File: config.mk
export PLATFORM = sky130hd
export DESIGN_NAME = bnn_array_sequencer_flat
export DESIGN_NICKNAME = d
export VERILOG_FILES = /design/src/rtl/bnn_array_sequencer_pkg.sv /design/src/rtl/bnn_array_sequencer_if.sv /design/src/rtl/bnn_array_sequencer_result_buffer.sv /design/src/rtl/bnn_array_sequencer.sv /design/src/flat_wrapper.sv
export SDC_FILE = /design/constraint.sdc
export NUM_CORES = 1
export LEC_CHECK = 0
export BUFFER_PORTS_ARGS = -buffer_cell sky130_fd_sc_hd__buf_2
export CAP_MARGIN = 20
export CORE_ASPECT_RATIO = 1.4
export CORE_UTILIZATION = 60
export DETAILED_ROUTE_END_ITERATION = 12
export PLACE_DENSITY = 0.78
export SYNTH_ARGS = -nofsm -noshare
export SYNTH_HDL_FRONTEND = slang
export SYNTH_SLANG_ARGS = --single-unit
File: constraint.sdc
create_clock -name clk_in -period 6.81 [get_ports clk_in]
set_clock_uncertainty 0.05 [all_clocks]
set_input_delay 1.362 -clock clk_in [delete_from_list [all_inputs] [get_ports clk_in]]
set_output_delay 1.362 -clock clk_in [all_outputs]
set_load 0.01 [all_outputs]
File: src/rtl/bnn_array_sequencer_pkg.sv
// Shared sizing, FSM encoding and result-beat payload for the BNN array sequencer.
package bnn_array_sequencer_pkg;

  localparam int unsigned O_CH           = 64;
  localparam int unsigned OUT_ROW_LENGTH = 4;
  localparam int unsigned DATA_W         = 9;
  localparam int unsigned DRAIN_CYCLES   = 66;
  localparam int unsigned CNT_W          = 16;
  localparam int unsigned CH_W           = 6;
  localparam int unsigned AW             = (O_CH > 1) ? $clog2(O_CH) : 1;

  typedef enum logic [2:0] {
    ST_IDLE   = 3'd0,
    ST_LOAD_W = 3'd1,
    ST_CLEAR  = 3'd2,
    ST_ACT    = 3'd3,
    ST_DRAIN  = 3'd4,
    ST_POP    = 3'd5,
    ST_EMIT   = 3'd6
  } state_e;

  typedef struct packed {
    logic [CH_W-1:0]           ch;
    logic [OUT_ROW_LENGTH-1:0] data;
  } res_beat_t;

endpackage

File: src/rtl/bnn_array_sequencer_if.sv
// Host command, weight/activation stream, array pins and result stream of the sequencer.
interface bnn_array_sequencer_if;
  import bnn_array_sequencer_pkg::*;

  logic                      cmd_valid_in;
  logic                      cmd_ready_out;
  logic                      cmd_load_w_in;
  logic [CNT_W-1:0]          cmd_num_act_in;
  logic [DATA_W-1:0]         s_data_in;
  logic                      s_valid_in;
  logic                      s_ready_out;
  logic [DATA_W-1:0]         chip_data_out;
  logic                      chip_load_w_out;
  logic                      chip_valid_out;
  logic                      chip_pop_out;
  logic                      chip_clr_n_out;
  logic [OUT_ROW_LENGTH-1:0] chip_sum_in;
  logic                      res_valid_out;
  logic                      res_ready_in;
  logic [CH_W-1:0]           res_ch_out;
  logic [OUT_ROW_LENGTH-1:0] res_data_out;

  modport slave (
    input  cmd_valid_in, cmd_load_w_in, cmd_num_act_in, s_data_in, s_valid_in,
           chip_sum_in, res_ready_in,
    output cmd_ready_out, s_ready_out, chip_data_out, chip_load_w_out, chip_valid_out,
           chip_pop_out, chip_clr_n_out, res_valid_out, res_ch_out, res_data_out
  );

  modport master (
    output cmd_valid_in, cmd_load_w_in, cmd_num_act_in, s_data_in, s_valid_in,
           chip_sum_in, res_ready_in,
    input  cmd_ready_out, s_ready_out, chip_data_out, chip_load_w_out, chip_valid_out,
           chip_pop_out, chip_clr_n_out, res_valid_out, res_ch_out, res_data_out
  );

endinterface

File: src/rtl/bnn_array_sequencer_result_buffer.sv
// Per-channel sign-bit store: written once per pop cycle, read back as valid/ready beats.
module bnn_array_sequencer_result_buffer
  import bnn_array_sequencer_pkg::*;
(
  input  logic                      clk_in,
  input  logic                      rst_in,
  input  logic                      wr_en_i,
  input  logic [AW-1:0]             wr_addr_i,
  input  logic [OUT_ROW_LENGTH-1:0] wr_data_i,
  input  logic                      rd_start_i,
  input  logic                      res_ready_i,
  output logic                      res_valid_o,
  output logic [CH_W-1:0]           res_ch_o,
  output logic [OUT_ROW_LENGTH-1:0] res_data_o
);

  logic [OUT_ROW_LENGTH-1:0] mem_q [O_CH];
  res_beat_t                 beat_q, beat_d;
  logic                      valid_q, valid_d;
  logic                      last_c;
  logic [AW-1:0]             next_idx_c;

  always_ff @(posedge clk_in) begin
    if (wr_en_i) mem_q[wr_addr_i] <= wr_data_i;
  end

  assign last_c     = (beat_q.ch == CH_W'(O_CH - 1));
  assign next_idx_c = AW'(beat_q.ch) + AW'(1);

  // Beat registers only advance on a handshake, so a stalled beat holds steady.
  always_comb begin
    beat_d  = beat_q;
    valid_d = valid_q;
    if (rd_start_i) begin
      valid_d     = 1'b1;
      beat_d.ch   = '0;
      beat_d.data = mem_q[0];
    end else if (valid_q && res_ready_i) begin
      if (last_c) begin
        valid_d = 1'b0;
      end else begin
        beat_d.ch   = beat_q.ch + CH_W'(1);
        beat_d.data = mem_q[next_idx_c];
      end
    end
  end

  always_ff @(posedge clk_in or negedge rst_in) begin
    if (!rst_in) begin
      beat_q  <= '0;
      valid_q <= 1'b0;
    end else begin
      beat_q  <= beat_d;
      valid_q <= valid_d;
    end
  end

  assign res_valid_o = valid_q;
  assign res_ch_o    = beat_q.ch;
  assign res_data_o  = beat_q.data;

endmodule

File: src/rtl/bnn_array_sequencer.sv
// Job sequencer for the BNN PE array: weight reload, activation feed, drain, pop capture, result emit.
module bnn_array_sequencer
  import bnn_array_sequencer_pkg::*;
(
  input logic                  clk_in,
  input logic                  rst_in,
  bnn_array_sequencer_if.slave bus
);

  state_e             state_q, state_d;
  logic [CNT_W-1:0]   cnt_q, cnt_d;
  logic [CNT_W-1:0]   num_q, num_d;
  logic [DATA_W-1:0]  chip_data_q, chip_data_d;
  logic               chip_load_w_q, chip_load_w_d;
  logic               chip_valid_q, chip_valid_d;
  logic               chip_pop_q, chip_pop_d;
  logic               chip_clr_n_q, chip_clr_n_d;
  logic               s_ready_c, s_hs_c, rd_start_c, emit_done_c;

  assign s_ready_c   = (state_q == ST_LOAD_W) || (state_q == ST_ACT);
  assign s_hs_c      = bus.s_valid_in && s_ready_c;
  assign emit_done_c = bus.res_valid_out && bus.res_ready_in &&
                       (bus.res_ch_out == CH_W'(O_CH - 1));

  // Next-state and registered chip pin values.
  always_comb begin
    state_d    = state_q;
    cnt_d      = cnt_q;
    num_d      = num_q;
    rd_start_c = 1'b0;
    unique case (state_q)
      ST_IDLE: begin
        if (bus.cmd_valid_in) begin
          num_d   = bus.cmd_num_act_in;
          cnt_d   = '0;
          state_d = bus.cmd_load_w_in ? ST_LOAD_W : ST_CLEAR;
        end
      end
      ST_LOAD_W: begin
        if (s_hs_c) begin
          if (cnt_q == CNT_W'(O_CH - 1)) begin
            cnt_d   = '0;
            state_d = ST_CLEAR;
          end else begin
            cnt_d = cnt_q + CNT_W'(1);
          end
        end
      end
      ST_CLEAR: begin
        cnt_d   = '0;
        state_d = (num_q == '0) ? ST_DRAIN : ST_ACT;
      end
      ST_ACT: begin
        if (s_hs_c) begin
          if (cnt_q == num_q - CNT_W'(1)) begin
            cnt_d   = '0;
            state_d = ST_DRAIN;
          end else begin
            cnt_d = cnt_q + CNT_W'(1);
          end
        end
      end
      // One extra cycle absorbs the strobe of the last accepted word.
      ST_DRAIN: begin
        if (cnt_q == CNT_W'(DRAIN_CYCLES)) begin
          cnt_d   = '0;
          state_d = ST_POP;
        end else begin
          cnt_d = cnt_q + CNT_W'(1);
        end
      end
      ST_POP: begin
        if (cnt_q == CNT_W'(O_CH - 1)) begin
          cnt_d      = '0;
          rd_start_c = 1'b1;
          state_d    = ST_EMIT;
        end else begin
          cnt_d = cnt_q + CNT_W'(1);
        end
      end
      ST_EMIT: begin
        if (emit_done_c) state_d = ST_IDLE;
      end
      default: state_d = ST_IDLE;
    endcase

    chip_data_d   = s_hs_c ? bus.s_data_in : '0;
    chip_load_w_d = s_hs_c && (state_q == ST_LOAD_W);
    chip_valid_d  = s_hs_c && (state_q == ST_ACT);
    chip_pop_d    = (state_d == ST_POP);
    chip_clr_n_d  = (state_q != ST_CLEAR);
  end

  always_ff @(posedge clk_in or negedge rst_in) begin
    if (!rst_in) begin
      state_q       <= ST_IDLE;
      cnt_q         <= '0;
      num_q         <= '0;
      chip_data_q   <= '0;
      chip_load_w_q <= 1'b0;
      chip_valid_q  <= 1'b0;
      chip_pop_q    <= 1'b0;
      chip_clr_n_q  <= 1'b0;
    end else begin
      state_q       <= state_d;
      cnt_q         <= cnt_d;
      num_q         <= num_d;
      chip_data_q   <= chip_data_d;
      chip_load_w_q <= chip_load_w_d;
      chip_valid_q  <= chip_valid_d;
      chip_pop_q    <= chip_pop_d;
      chip_clr_n_q  <= chip_clr_n_d;
    end
  end

  assign bus.cmd_ready_out   = (state_q == ST_IDLE);
  assign bus.s_ready_out     = s_ready_c;
  assign bus.chip_data_out   = chip_data_q;
  assign bus.chip_load_w_out = chip_load_w_q;
  assign bus.chip_valid_out  = chip_valid_q;
  assign bus.chip_pop_out    = chip_pop_q;
  assign bus.chip_clr_n_out  = chip_clr_n_q;

  bnn_array_sequencer_result_buffer u_buf (
    .clk_in      (clk_in),
    .rst_in      (rst_in),
    .wr_en_i     (state_q == ST_POP),
    .wr_addr_i   (cnt_q[AW-1:0]),
    .wr_data_i   (bus.chip_sum_in),
    .rd_start_i  (rd_start_c),
    .res_ready_i (bus.res_ready_in),
    .res_valid_o (bus.res_valid_out),
    .res_ch_o    (bus.res_ch_out),
    .res_data_o  (bus.res_data_out)
  );

endmodule

File: src/flat_wrapper.sv
// flat-port wrapper written by rule: the top's interface ports become plain ports
module bnn_array_sequencer_flat import bnn_array_sequencer_pkg::*;
  (clk_in, rst_in, bus_cmd_valid_in, bus_cmd_load_w_in, bus_cmd_num_act_in, bus_s_data_in, bus_s_valid_in, bus_chip_sum_in, bus_res_ready_in, bus_cmd_ready_out, bus_s_ready_out, bus_chip_data_out, bus_chip_load_w_out, bus_chip_valid_out, bus_chip_pop_out, bus_chip_clr_n_out, bus_res_valid_out, bus_res_ch_out, bus_res_data_out);
  bnn_array_sequencer_if bus_i ();
  input logic clk_in;
  input logic rst_in;
  input wire logic [$bits(bus_i.cmd_valid_in)-1:0] bus_cmd_valid_in;
  input wire logic [$bits(bus_i.cmd_load_w_in)-1:0] bus_cmd_load_w_in;
  input wire logic [$bits(bus_i.cmd_num_act_in)-1:0] bus_cmd_num_act_in;
  input wire logic [$bits(bus_i.s_data_in)-1:0] bus_s_data_in;
  input wire logic [$bits(bus_i.s_valid_in)-1:0] bus_s_valid_in;
  input wire logic [$bits(bus_i.chip_sum_in)-1:0] bus_chip_sum_in;
  input wire logic [$bits(bus_i.res_ready_in)-1:0] bus_res_ready_in;
  output wire logic [$bits(bus_i.cmd_ready_out)-1:0] bus_cmd_ready_out;
  output wire logic [$bits(bus_i.s_ready_out)-1:0] bus_s_ready_out;
  output wire logic [$bits(bus_i.chip_data_out)-1:0] bus_chip_data_out;
  output wire logic [$bits(bus_i.chip_load_w_out)-1:0] bus_chip_load_w_out;
  output wire logic [$bits(bus_i.chip_valid_out)-1:0] bus_chip_valid_out;
  output wire logic [$bits(bus_i.chip_pop_out)-1:0] bus_chip_pop_out;
  output wire logic [$bits(bus_i.chip_clr_n_out)-1:0] bus_chip_clr_n_out;
  output wire logic [$bits(bus_i.res_valid_out)-1:0] bus_res_valid_out;
  output wire logic [$bits(bus_i.res_ch_out)-1:0] bus_res_ch_out;
  output wire logic [$bits(bus_i.res_data_out)-1:0] bus_res_data_out;
  assign bus_i.cmd_valid_in = bus_cmd_valid_in;
  assign bus_i.cmd_load_w_in = bus_cmd_load_w_in;
  assign bus_i.cmd_num_act_in = bus_cmd_num_act_in;
  assign bus_i.s_data_in = bus_s_data_in;
  assign bus_i.s_valid_in = bus_s_valid_in;
  assign bus_i.chip_sum_in = bus_chip_sum_in;
  assign bus_i.res_ready_in = bus_res_ready_in;
  assign bus_cmd_ready_out = bus_i.cmd_ready_out;
  assign bus_s_ready_out = bus_i.s_ready_out;
  assign bus_chip_data_out = bus_i.chip_data_out;
  assign bus_chip_load_w_out = bus_i.chip_load_w_out;
  assign bus_chip_valid_out = bus_i.chip_valid_out;
  assign bus_chip_pop_out = bus_i.chip_pop_out;
  assign bus_chip_clr_n_out = bus_i.chip_clr_n_out;
  assign bus_res_valid_out = bus_i.res_valid_out;
  assign bus_res_ch_out = bus_i.res_ch_out;
  assign bus_res_data_out = bus_i.res_data_out;
  bnn_array_sequencer u_core (.clk_in(clk_in), .rst_in(rst_in), .bus(bus_i));
endmodule
==> impl_metrics.env, run 1 <==
export IMPL_ys_seq_area_share_pct=68.3
export IMPL_finalCritPeriodShare_pct=55.7
export IMPL_slew_viol_final=0
export IMPL_grt_pass1_vias=7756
export IMPL_synth_simple_area_share_pct=9.00
export IMPL_muxShareOfSynthArea_pct=14.8
export IMPL_fin_nets=918
export IMPL_setup_violations_final=0
export IMPL_dieHeight_um=179
export IMPL_via_per_inst=6.27
export IMPL_grt_max_degree=65
export IMPL_cts_sinks=315
export IMPL_synth_area_top_cells="edfxtp_1, mux4_2, dfrtp_1, nor2_1, xnor2_1"
export IMPL_synth_area_um2=13400
export IMPL_crit_path_end_kind="register"
export IMPL_use_met3_pct=3.67
export IMPL_met1_usage_pct=31.9
export IMPL_wl_per_cell_um=23.8
export IMPL_syn_to_final_growth_pct=11.4
export IMPL_synthAdderAreaFrac_pct=0.373
export IMPL_cp_arrival_ns=4.18
export IMPL_cts_made_buffers=28
export IMPL_synth_most_common_cell="edfxtp_1"
export IMPL_rsz0062_at_grt="false"
export IMPL_final_hold_viol_count=0
export IMPL_status="completed"
export IMPL_gr_total_overflow=0
export IMPL_place_ws_ns=3.04
export IMPL_ys_seq_elements=315
export IMPL_cp_max_fo=46
export IMPL_holdBufCountCts=0
export IMPL_startpoint_type="register"
export IMPL_fmax_mhz=263
export IMPL_core_area_um2=21900
export IMPL_maxCapViolCount=0
export IMPL_avgSynthCellArea_um2=16.3
export IMPL_finalHoldWorstSlack_ns=0.493
export IMPL_gp_congestion=0.895
export IMPL_synth_top_family_by_area="multiplexers"
export IMPL_synth_edf_count=256
export IMPL_antenna_left=0
export IMPL_syn_inst=823
export IMPL_grt_use_total_pct=26.3
export IMPL_dr_pass1_iters=8
export IMPL_synth_nets=862
export IMPL_io_buffers=60
export IMPL_synth_compound_area_share_pct=2.97
export IMPL_num_vias=7507
export IMPL_drive_gt1_share_pct=25.4
export IMPL_ys_top_cells_by_count="edfxtp_1, nor2_1, mux4_2, dfrtp_1, nand2_1"
export IMPL_met2_usage_pct=47.4
export IMPL_cellPowerDensity_nw_per_um2=262
export IMPL_root_buffer="clkbuf_16"
export IMPL_min_path_type="reg -> reg"
export IMPL_final_setup_tns_ns=0
export IMPL_yosys_area_top_type="edfxtp_1"
export IMPL_clk_pin_slew_ns=0.07
export IMPL_cts_path_max_buffers=3
export IMPL_synth_xor_area_share_pct=2.87
export IMPL_leakage_nw=5.09
export IMPL_tightestPinTransition_ns=1.04
export IMPL_pin_count=61
export IMPL_cts_tree="done"
export IMPL_dp_hpwl_mm=18.6
export IMPL_cts_setup_buffers=0
export IMPL_max_slew_margin_pct=30.4
export IMPL_rows=64
export IMPL_drt_total_wl_mm=28.5
export IMPL_htree_levels=1
export IMPL_antenna_cells=0
export IMPL_worstSkewPairLatency_ns=0.54
export IMPL_power_total_mw=3.91
export IMPL_drtIter0Drc=691
export IMPL_drc=0
export IMPL_dieArea_um2=23000
export IMPL_fin_ws_ns=3.01
export IMPL_period_minus_slack_ns=3.80
export IMPL_synth_distinct_cells=51
export IMPL_cp_required_ns=7.19
export IMPL_ys_warn_count=0
export IMPL_cts_resized_gates=0
export IMPL_synth_top_area_share_pct=57.3
export IMPL_synthArstFlopShare_pct=18.7
export IMPL_grt_pass1_wl_mm=44.0
export IMPL_crit_type="reg -> reg"
export IMPL_ir_drop_v=0.000240
export IMPL_synthFlopType="edfxtp_1"
export IMPL_initial_core_util_pct=61.3
export IMPL_antenna_found_initial=0
export IMPL_die_width_um=128
export IMPL_top_usage_layer="met2"
[worst max-delay path, cell delays in order (launching register included)]
cell	delay [ns]
dfrtp_4	0.70
ha_2	0.74
buf_4	0.64
mux4_2	0.43
mux4_2	0.53
nand2_1	0.09
nand4_1	0.13
a32o_1	0.34
[routing by layer]
metal | share of wire, % | vias to the layer above
li1 | - | 3295
met1 | 36 | 3766
met2 | 54 | 380
met3 | 6.5 | 66
met4 | 3.4 | 0
met5 | 0 | -
[cell type report]
type | count | area (um^2)
Fill cell | 1401 | 6930
Multi-Input combinational cell | 454 | 4040
Tap cell | 297 | 372
Inverter | 10 | 37.5
Clock inverter | 19 | 116
Sequential cell | 315 | 9170
Clock buffer | 33 | 781
Timing Repair Buffer | 70 | 420
[cell families after synthesis]
kind of cell / count (synthesis)
compound gates: 60
xor+xnor: 44
fa+ha+maj: 4
buf+inv: 54
flops: 315
mux: 100
simple gates: 246
[stage by stage]
stage               utilization, %  cells  cell area, um^2
floorplan                        -    823            13400
global placement              63.8   1141            14000
detailed placement            63.9   1142            14000
CTS                           68.0   1194            14900
global route                  68.3   1198            14900
finish                        68.3   1198            14900
[power breakdown]
part	total [mW]	switching (mW)	internal, mW
sequential	2.17	0.0651	2.10
clock	1.52	0.695	0.824
combinational	0.227	0.145	0.0824
[cell usage in the layout, fill, tap and decap left out, types with 3 or more instances in the layout]
master,netlist,final
xor2_1,17,16
a211oi_1,4,4
nand2b_1,5,5
nor2b_1,5,5
ha_1,4,3
o21ai_0,12,12
xnor2_1,27,26
mux2_2,12,12
buf_4,0,5
and3_1,18,18
or2_2,9,9
a32o_1,3,3
clkbuf_16,0,29
nor4_1,5,5
nand2_1,39,39
edfxtp_1,256,256
inv_1,10,10
clkinvlp_4,0,5
nand4_1,6,6
mux4_2,77,77
buf_2,6,60
buf_12,0,3
nor2_1,99,99
or4_1,5,5
dfrtp_1,59,58
mux2i_1,11,11
a31oi_1,6,6
clkinv_2,0,8
nand3b_1,8,8
a21oi_1,19,19
or3_1,7,7
a2111oi_0,3,3
nand3_1,14,14
nor3_1,15,14
clkbuf_8,0,4
[path summary, 6_finish.rpt]
kind	from	to	slack [ns]	cells after the start
worst max-delay path	u_core.u_buf.res_ch_o[0]$_DFFE_PN0P_	u_core.u_buf.res_data_o[2]$_DFFE_PN0P_	3.01	7
worst min-delay path	u_core.u_buf.mem_q[0][1]$_DFFE_PP_	u_core.u_buf.res_data_o[1]$_DFFE_PN0P_	0.49	1
worst max register to register	u_core.u_buf.res_ch_o[0]$_DFFE_PN0P_	u_core.u_buf.res_data_o[2]$_DFFE_PN0P_	3.01	7
worst min register to register	u_core.u_buf.mem_q[0][1]$_DFFE_PP_	u_core.u_buf.res_data_o[1]$_DFFE_PN0P_	0.49	1
max in group asynchronous	rst_in	u_core.u_buf.res_ch_o[0]$_DFFE_PN0P_	5.19	2
min in group asynchronous	rst_in	u_core.state_q[2]$_DFF_PN0_	0.93	2
[flip-flops by register name (all words and copies together) (netlist names)]
name,count
u_core.num_q,16
u_core.cnt_q,16
u_core.bus.chip_data_out,9
u_core.u_buf.res_valid_o,1
u_core.bus.chip_valid_out,1
u_core.u_buf.mem_q,256
u_core.u_buf.res_data_o,4
u_core.u_buf.res_ch_o,6
u_core.bus.chip_clr_n_out,1
u_core.state_q,3
u_core.bus.chip_load_w_out,1
u_core.bus.chip_pop_out,1
(Power assumes the default switching activity.)
==> run 2: changes to the inputs <==
- ABC_AREA: not set -> 1
- clock period: 6.81 -> 3.6 ns (I/O delays scaled with it)
==> run 2 against run 1 <==
Compared with the run above: synthesized cell count increased by 79%; cell area is 8.8% higher; synthesized area is 8.9% higher; die area is 8.8% higher; sequential cell count unchanged; clock power rose by 110%; via count increased by 46%; critical endpoint is now bus_res_ch_out[0]; highest routed layer unchanged.
==> impl_metrics.env, run 2 <==
export IMPL_synth_xor_area_share_pct=1.79
export IMPL_synth_area_top_cells="edfxtp_1, dfrtp_1, nor2_1, o21ai_0, nand2_1"
export IMPL_drtIter0Drc=829
export IMPL_fmax_mhz=313
export IMPL_drt_total_wl_mm=35.5
export IMPL_n_fill_cell=1812
export IMPL_core_area_um2=23900
export IMPL_critical_path_max_stage_delay_ns=0.71
export IMPL_via_per_inst=5.88
export IMPL_period_minus_slack_ns=3.19
export IMPL_drt_met1_wl_mm=12.9
export IMPL_die_width_um=134
export IMPL_maxCapViolCount=0
export IMPL_grt_pass1_wl_mm=56.2
export IMPL_cp_required_ns=2.83
export IMPL_largestRegisters="u_core.u_buf.mem_q: 256 flops, u_core.cnt_q: 16 flops, u_core.num_q: 16 flops"
export IMPL_avgSynthCellArea_um2=9.92
export IMPL_muxShareOfSynthArea_pct=0.540
export IMPL_pin_count=61
export IMPL_post_dp_cell_area_um2=15300
export IMPL_dieArea_um2=25000
export IMPL_final_area_um2=16300
export IMPL_final_hold_viol_count=0
export IMPL_dr_pass1_iters=5
export IMPL_synth_compound_area_share_pct=9.07
export IMPL_regArea_um2=9170
export IMPL_rsz0062_at_grt="false"
export IMPL_fin_nets=1566
export IMPL_crit_chain="buf_4 > buf_4 > buf_2"
export IMPL_r2r_worst_path_cells=12
export IMPL_slew_viol_final=0
export IMPL_grt_max_degree=87
export IMPL_synth_area_um2=14600
export IMPL_place_ws_ns=0.848
export IMPL_setup_violations_final=0
export IMPL_holdBufCountCts=0
export IMPL_ys_seq_elements=315
export IMPL_cpMostUsedCell="buf_4"
export IMPL_ys_seq_area_share_pct=62.8
export IMPL_leakage_nw=6.28
export IMPL_root_buffer="clkbuf_16"
export IMPL_synth_top_family_by_area="simple AND/OR/NAND/NOR gates"
export IMPL_syn_inst=1472
export IMPL_synth_edf_count=256
export IMPL_wl_per_cell_um=19.1
export IMPL_num_vias=10927
export IMPL_syn_to_final_growth_pct=11.3
export IMPL_ys_warn_count=0
export IMPL_crit_type="reg -> out"
export IMPL_synthArstFlopShare_pct=18.7
export IMPL_multi_input_area_um2=4750
export IMPL_antenna_found_initial=0
export IMPL_critical_path_buf_inv_count=3
export IMPL_final_setup_tns_ns=0
export IMPL_worstSkewPairLatency_ns=0.54
export IMPL_synth_nets=1511
export IMPL_dieHeight_um=187
export IMPL_routed_wl_met2_mm=18.5
export IMPL_gr_total_overflow=0
export IMPL_synth_most_common_cell="nor2_1"
export IMPL_synth_simple_area_share_pct=20.6
export IMPL_finalCritPeriodShare_pct=88.6
export IMPL_antenna_cells=0
export IMPL_layout_common_cells="nor2_1, edfxtp_1, nand2_1, o21ai_0, nand3_1"
export IMPL_tightestPinTransition_ns=0.959
export IMPL_min_path_type="in -> async"
export IMPL_wl_met3_mm=2.30
export IMPL_cellPowerDensity_nw_per_um2=671
export IMPL_status="completed"
export IMPL_grt_pass1_vias=10786
export IMPL_cts_made_buffers=29
export IMPL_synthAdderAreaFrac_pct=0.343
export IMPL_synth_distinct_cells=41
export IMPL_cts_resized_gates=0
export IMPL_cts_tree="done"
export IMPL_htree_levels=1
export IMPL_yosys_area_top_type="edfxtp_1"
export IMPL_crit_family="buffers and inverters"
export IMPL_gp_congestion=0.920
export IMPL_rows=67
export IMPL_fin_ws_ns=0.410
export IMPL_drc=0
export IMPL_cts_path_max_buffers=3
export IMPL_initial_core_util_pct=61.1
export IMPL_startpoint_type="register"
export IMPL_dp_hpwl_mm=23.5
export IMPL_synthFlopType="edfxtp_1"
export IMPL_drive_gt1_share_pct=12.5
export IMPL_final_common_cell="nor2_1"
export IMPL_max_slew_margin_pct=35.8
export IMPL_antenna_left=0
export IMPL_routed_top_layer="met4"
export IMPL_regMostFlops="u_core.u_buf.mem_q"
export IMPL_finalHoldWorstSlack_ns=0.0573
export IMPL_cts_setup_buffers=0
export IMPL_cts_sinks=315
export IMPL_synth_top_area_share_pct=52.7
export IMPL_largest_register_ffs=256
export IMPL_crit_path_end_kind="output port"
export IMPL_path_depth=3
export IMPL_ir_drop_v=0.000518
export IMPL_io_buffers=60
export IMPL_grt_use_total_pct=29.4
export IMPL_crit_slowest_cell="buf_4"
export IMPL_cp_max_fo=86
export IMPL_cp_arrival_ns=2.42
export IMPL_clk_pin_slew_ns=0.06
export IMPL_ys_top_cells_by_count="nor2_1, edfxtp_1, nand2_1, o21ai_0, nand3_1"
-- run 2: where the power goes --
group / internal, mW / total (mW) / switching [mW]
sequential: 4.11 / 4.38 / 0.268
combinational: 1.09 / 3.38 / 2.29
clock: 1.88 / 3.15 / 1.28
-- run 2: stage by stage --
stage	utilization, %	std cells	total power [mW]
3_3_place_gp	63.9	1806	7.69
6_report	68.0	1859	10.9
5_1_grt	68.0	1859	11.5
4_1_cts	68.0	1859	10.9
3_5_place_dp	63.9	1806	7.76
2_1_floorplan	-	1472	6.74
-- run 2: worst paths after layout --
| kind | start | to | slack [ns] |
|---|---|---|---|
| worst min-delay path | rst_in | u_core.bus.chip_data_out[5]$_DFF_PN0_ | 0.06 |
| worst max register to register | u_core.u_buf.res_ch_o[0]$_DFFE_PN0P_ | u_core.u_buf.res_data_o[0]$_DFFE_PN0P_ | 0.71 |
| min in group clk_in | bus_s_data_in[4] | u_core.bus.chip_data_out[4]$_DFF_PN0_ | 0.34 |
| worst min register to register | u_core.u_buf.res_valid_o$_DFFE_PN0P_ | u_core.u_buf.res_valid_o$_DFFE_PN0P_ | 0.47 |
| max in group asynchronous | rst_in | u_core.u_buf.res_ch_o[0]$_DFFE_PN0P_ | 2.76 |
| worst max-delay path | u_core.u_buf.res_ch_o[0]$_DFFE_PN0P_ | bus_res_ch_out[0] | 0.41 |
-- run 2: area by class of cell --
class / instances / area share, %
well taps: 310 / 2.39
repair buffers: 94 / 3.57
flip-flops and latches: 315 / 56.4
clock inverters: 16 / 1.28
multi-input cells: 985 / 29.2
clock buffers: 37 / 4.77
inverters: 102 / 2.36
-- run 2: cells by family after synthesis --
kind of cell,Yosys count
and+or+nand+nor,702
DFF,315
AOI/OAI and AO/OA,243
buffers and inverters,172
xor gates and xnor gates,29
muxes,7
adders and majority gates,4
-- run 2: per-layer routing --
metal  up-vias  GRT usage, %
met4         0          14.8
li1       5111             -
met1      5222          35.6
met3       100          3.40
met2       494          51.4
met5         -             0
